<file path="src/rtl/wb_arbiter_pkg.sv">
// Shared encodings and bus widths for the two-master Wishbone arbiter.
package wb_arbiter_pkg;

    localparam int ADR_W = 32;
    localparam int DAT_W = 32;
    localparam int SEL_W = 4;

    localparam logic M_FETCH = 1'b0;
    localparam logic M_DATA  = 1'b1;

    // Grant states are encoded so that they read directly as the one-hot grant.
    typedef enum logic [1:0] {
        IDLE = 2'b00,
        GNT0 = 2'b01,
        GNT1 = 2'b10
    } arb_state_e;

    function automatic logic [1:0] grant_of(arb_state_e s);
        logic [1:0] g;
        g = 2'b00;
        case (s)
            GNT0:    g = 2'b01;
            GNT1:    g = 2'b10;
            default: g = 2'b00;
        endcase
        return g;
    endfunction

    function automatic arb_state_e state_for(logic m);
        return (m == M_DATA) ? GNT1 : GNT0;
    endfunction

endpackage

</file>
<file path="src/rtl/wb_arb_watchdog.sv">
// Watchdog for one granted transfer: counts cycles without ack/err and fires
// a single-cycle pulse when the allowed wait runs out.
module wb_arb_watchdog
    import wb_arbiter_pkg::*;
#(
    parameter int TIMEOUT_CYCLES = 255,
    parameter int TW             = 8
) (
    input  logic clk_i,
    input  logic rst_ni,
    input  logic active,
    input  logic done,
    output logic fire
);

    localparam logic          ENABLE    = (TIMEOUT_CYCLES > 0);
    localparam int            FIRE_AT_I = (TIMEOUT_CYCLES > 0) ? TIMEOUT_CYCLES - 1 : 0;
    localparam logic [TW-1:0] FIRE_AT   = FIRE_AT_I[TW-1:0];
    localparam logic [TW-1:0] COUNT_MAX = '1;

    logic [TW-1:0] count;

    // Held at zero while idle, so every grant starts counting from zero.
    always_ff @(posedge clk_i or negedge rst_ni) begin
        if (!rst_ni) begin
            count <= '0;
        end else if (!active) begin
            count <= '0;
        end else if (!done && (count != COUNT_MAX)) begin
            count <= count + 1'b1;
        end
    end

    assign fire = ENABLE & active & ~done & (count == FIRE_AT);

endmodule

</file>
<file path="src/rtl/wb_arbiter.sv">
// Two-master, one-slave classic Wishbone arbiter: instruction fetch (m0) and
// load/store (m1) share the external bus, one transfer per grant.
module wb_arbiter
    import wb_arbiter_pkg::*;
#(
    parameter int RR_MODE        = 0,
    parameter int TIMEOUT_CYCLES = 255,
    parameter int TW             = 8
) (
    input  logic             clk_i,
    input  logic             rst_ni,

    input  logic             m0_cyc_i,
    input  logic             m0_stb_i,
    input  logic             m0_we_i,
    input  logic [SEL_W-1:0] m0_sel_i,
    input  logic [ADR_W-1:0] m0_adr_i,
    input  logic [DAT_W-1:0] m0_dat_i,
    output logic [DAT_W-1:0] m0_dat_o,
    output logic             m0_ack_o,
    output logic             m0_err_o,

    input  logic             m1_cyc_i,
    input  logic             m1_stb_i,
    input  logic             m1_we_i,
    input  logic [SEL_W-1:0] m1_sel_i,
    input  logic [ADR_W-1:0] m1_adr_i,
    input  logic [DAT_W-1:0] m1_dat_i,
    output logic [DAT_W-1:0] m1_dat_o,
    output logic             m1_ack_o,
    output logic             m1_err_o,

    output logic             s_cyc_o,
    output logic             s_stb_o,
    output logic             s_we_o,
    output logic [SEL_W-1:0] s_sel_o,
    output logic [ADR_W-1:0] s_adr_o,
    output logic [DAT_W-1:0] s_dat_o,
    input  logic [DAT_W-1:0] s_dat_i,
    input  logic             s_ack_i,
    input  logic             s_err_i,

    output logic [1:0]       grant_o
);

    arb_state_e state, state_next;
    logic       last_grant, last_grant_next;
    logic       winner;

    logic             cyc, stb, we;
    logic [SEL_W-1:0] sel;
    logic [ADR_W-1:0] adr;
    logic [DAT_W-1:0] wdat;

    logic granted;
    logic done;
    logic wd_fire;

    assign granted = (state == GNT0) || (state == GNT1);
    assign done    = s_ack_i | s_err_i;

    always_ff @(posedge clk_i or negedge rst_ni) begin
        if (!rst_ni) begin
            state      <= IDLE;
            last_grant <= M_FETCH;
        end else begin
            state      <= state_next;
            last_grant <= last_grant_next;
        end
    end

    // A grant always returns to IDLE, which gives the mandatory one-cycle
    // bubble before the next arbitration.
    always_comb begin
        state_next      = state;
        last_grant_next = last_grant;
        winner          = M_DATA;
        case (state)
            IDLE: begin
                if (m0_cyc_i && m1_cyc_i) begin
                    winner = (RR_MODE != 0) ? ~last_grant : M_DATA;
                end else begin
                    winner = m1_cyc_i ? M_DATA : M_FETCH;
                end
                if (m0_cyc_i || m1_cyc_i) begin
                    state_next      = state_for(winner);
                    last_grant_next = winner;
                end
            end
            GNT0, GNT1: begin
                if (!cyc || done || wd_fire) begin
                    state_next = IDLE;
                end
            end
            default: state_next = IDLE;
        endcase
    end

    always_comb begin
        cyc  = 1'b0;
        stb  = 1'b0;
        we   = 1'b0;
        sel  = '0;
        adr  = '0;
        wdat = '0;
        case (state)
            GNT0: begin
                cyc  = m0_cyc_i;
                stb  = m0_stb_i;
                we   = m0_we_i;
                sel  = m0_sel_i;
                adr  = m0_adr_i;
                wdat = m0_dat_i;
            end
            GNT1: begin
                cyc  = m1_cyc_i;
                stb  = m1_stb_i;
                we   = m1_we_i;
                sel  = m1_sel_i;
                adr  = m1_adr_i;
                wdat = m1_dat_i;
            end
            default: ;
        endcase
    end

    wb_arb_watchdog #(
        .TIMEOUT_CYCLES (TIMEOUT_CYCLES),
        .TW             (TW)
    ) u_watchdog (
        .clk_i  (clk_i),
        .rst_ni (rst_ni),
        .active (granted),
        .done   (done),
        .fire   (wd_fire)
    );

    // The timed-out cycle is withdrawn from the slave while the error is
    // reported to the master.
    assign s_cyc_o = cyc & ~wd_fire;
    assign s_stb_o = stb & ~wd_fire;
    assign s_we_o  = we;
    assign s_sel_o = sel;
    assign s_adr_o = adr;
    assign s_dat_o = wdat;

    assign m0_dat_o = s_dat_i;
    assign m1_dat_o = s_dat_i;

    assign m0_ack_o = (state == GNT0) & m0_cyc_i & s_ack_i;
    assign m0_err_o = (state == GNT0) & m0_cyc_i & (s_err_i | wd_fire);
    assign m1_ack_o = (state == GNT1) & m1_cyc_i & s_ack_i;
    assign m1_err_o = (state == GNT1) & m1_cyc_i & (s_err_i | wd_fire);

    assign grant_o = grant_of(state);

endmodule

</file>
<file path="config.mk">
export PLATFORM = sky130hd
export DESIGN_NAME = wb_arbiter
export DESIGN_NICKNAME = d
export VERILOG_FILES = /design/src/rtl/wb_arbiter_pkg.sv /design/src/rtl/wb_arb_watchdog.sv /design/src/rtl/wb_arbiter.sv
export SDC_FILE = /design/constraint.sdc
export NUM_CORES = 1
export LEC_CHECK = 0
export ABC_AREA = 1
export CORE_AREA = 4 4 123 125
export DETAILED_ROUTE_END_ITERATION = 6
export DIE_AREA = 0 0 127 129
export DONT_BUFFER_PORTS = 1
export PLACE_DENSITY = 0.34
export SETUP_SLACK_MARGIN = 0.05
export SLEW_MARGIN = 20
export SYNTH_ARGS = -nofsm -noshare
export SYNTH_HDL_FRONTEND = slang
export SYNTH_SLANG_ARGS = --single-unit
</file>
<file path="constraint.sdc">
create_clock -name clk_i -period 2.5 [get_ports clk_i]
set_input_delay 0.375 -clock clk_i [delete_from_list [all_inputs] [get_ports clk_i]]
set_output_delay 0.375 -clock clk_i [all_outputs]
set_load 0.02 [all_outputs]
</file>
==> out/metrics.csv <==
metric,value,unit
clock sinks,10,
internal reg-to-reg setup slack,0.78,ns
Crit. Startpoint,state[0],
Rows,43,
status,finished clean,
RSZ-0062 raised after global routing,no,
Cells after Synth,409,
worst min path class,input port to flip-flop,
post-synthesis sequential area ratio,11.14,%
design area,2601,µm²
period utilization,93.19,%
fmax,429.2,MHz
adder-cell area share of the yosys netlist,3.900,%
syn nets,594,
initial drt markers,110,
postcts setup bufs,0,
drt pass-1 iters,4,
crit path launch type,flip-flop,
Mapped Area,2246,µm²
gr usage total,10.86,%
largest net degree at the start of global routing,49,
antenna-violating nets left,0,
CTS root buf,clkbuf_16,
setup violators final,0,
largest family of logic cells by synthesized area,simple AND/OR/NAND/NOR gates,
post-synthesis compound-gate area fraction,16.77,%
R2R cell count,9,
mux contribution to synthesized area,0,%
sequential share of power,12.0,%
switch share,51.73,%
Internal,759.7,µW
clock insertion delay at the later pin of the skew report,0.24,ns
switching pwr,814.1,µW
Synth Area in XOR/XNOR,0.3900,%
Max-cap violations,0,
Clock Power Share,17.8,%
Initial Utilization,16.18,%
ANT cells,0,
drc violations,0,
Syn Area/Cell,5.491,µm²
Final min period,2.330,ns
R2R Path Start,state[0],
chip width,127,µm
# nets final,592,
antenna violations before repair,0,
Setup crit end,s_adr_o[21],
Yosys cell types,23,
worst-path cell chain,inv_1 -> ha_2 -> inv_2 -> buf_4 -> buf_4 -> a21oi_1 -> buf_4,
Yosys reg bits,10,
"Hold Vio Cnt, Final",0,
CP dominant cell by count,buf_4,
WL/cell,17.64,µm
dpl hpwl,8.910,mm
Simple-Gate Fraction of Synth Area,38.16,%
clk buf depth,2,
CP Class,flip-flop to primary output,
FILL cells,1632,
WP data required,2.12,ns
Vias,2536,
io pins,319,
WP buf/inv,5,
top cell family by delay on the critical path,buffers and inverters,
Crit path largest cell delay,0.43,ns
maximum VDD drop,0.2477,mV
setup TNS,0,ns
CP max FO,19,
final setup skew,0.001151,ns
Max transition margin,66.52,%
CTS tree,done,
share of cells above drive strength 1,24.20,%
global-route wire length before repair,13.65,mm
RD Place Congestion,0.8855,
vias per inst,4.335,
Synthesis Warnings,0,
reg2reg end,state[1],
Comb power frac,70.2,%
Worst Max-Slew Pin Slew,0.5005,ns
die area,16380,µm²
Pwr per Cell Area,605.0,nW/µm²
number of global-route vias before repair,2332,
TritonCTS Buffers,3,
Pleak,0.001109,µW
placed inst area,2514,µm²
DRT Wirelength,10.32,mm
number of H-tree levels,1,
WP data arrival,1.95,ns
Final Max Slew Viols,0,
Worst-path clk slew,0.04,ns
critical path depth,7,
critical path endpoint category,primary output,
number of port buffers,0,
"slowest stage cell, crit path",ha_2,
grt ovf,0,
synthesis-to-finish area growth,15.82,%
Die H,129,µm
CORE AREA,13880,µm²
synth_stat cells (all sizes together):
cell type / count / area, µm²
nand2: 182 / 703.2
buf: 80 / 560.5
a21oi: 72 / 360.4
inv: 15 / 56.31
nor2: 15 / 66.32
dfrtp: 10 / 250.2
nand3: 9 / 50.05
clkbuf: 8 / 40.04
ha: 7 / 87.58
nand4: 4 / 25.02
o21ai: 2 / 10.01
or2: 2 / 12.51
a31oi: 1 / 6.260
clkinv: 1 / 8.760
xor2: 1 / 8.760
power by group through the flow:
stage | Sequential, µW | Clock [µW] | Combinational, µW
after floorplan | 187 | 0 | 827
after global placement | 190 | 0 | 1100
after detailed placement | 190 | 0 | 1120
after CTS | 188 | 291 | 1130
after global routing | 190 | 295 | 1210
final | 188 | 280 | 1110
cell families (layout without fill, tap and decap cells):
group,count (synthesis),count (layout)
simple gates,212,212
fa+ha+maj,7,7
xor+xnor,1,1
flops,10,10
compound gates,75,75
buf+inv,104,100
sequential cells by signal, indices dropped and copies added, names as in the netlist:
register	count
u_watchdog.count	8
state	2
stage by stage:
step	setup WS, ns	util [%]	instances	hold WS (ns)	power, µW
after floorplan	0.6730	-	409	0.07941	1014
after global placement	0.4183	18.11	581	0.07990	1294
after detailed placement	0.3539	18.11	581	0.07999	1310
after CTS	0.09853	18.72	585	0.2951	1608
after global routing	0.07622	18.74	585	0.3124	1696
final	0.1702	18.74	585	0.2940	1574
final cells by class:
cell class,instances,area (µm²),area share (%)
Clock buffer,3,75.07,2.886
Inverter,16,65.06,2.501
Multi-Input combinational cell,295,1338,51.42
Sequential cell,10,250.2,9.620
Tap cell,180,225.2,8.658
Timing Repair Buffer,81,648.1,24.92
what timing repair did:
action                     in CTS  in global routing
gates resized for setup         0                  1
hold endpoints to repair       10                  0
setup endpoints to repair       0                 12
hold buffers                    1                  0
layer usage:
layer,vias up,global-route usage (%),part of all wire (%)
met3,11,3.155,10
met5,-,0,0
met4,0,2.524,1.9
li1,1216,-,-
met2,165,19.96,52
met1,1144,12.41,36
worst min path at each step:
stage / from / to / slack, ns / cells after the start
after floorplan: rst_ni / state[0] / 0.08 / 0
after global placement: rst_ni / u_watchdog.count[6] / 0.08 / 0
after detailed placement: rst_ni / u_watchdog.count[1] / 0.08 / 0
after CTS: m1_cyc_i / state[1] / 0.30 / 2
after global routing: m0_cyc_i / state[0] / 0.31 / 2
final: m0_cyc_i / state[0] / 0.29 / 2
placed cells by master (no fill, tap or decap):
cell type and n:
nand2_1 178, buf_4 77, a21oi_1 72, inv_1 13
nor2_1 13, dfrtp_1 10, nand3_1 8, nand4_1 4
ha_1 4, ha_2 3, clkbuf_16 3, buf_12 3
inv_2 2, nand2_2 2, nand2_4 2, o21ai_1 2
or2_2 2, nor2_4 1, a31oi_1 1, nand3_2 1
nor2_2 1, clkinv_4 1, xor2_1 1, dlygate4sd3_1 1
No activity file was read; power rests on OpenSTA's default activity.
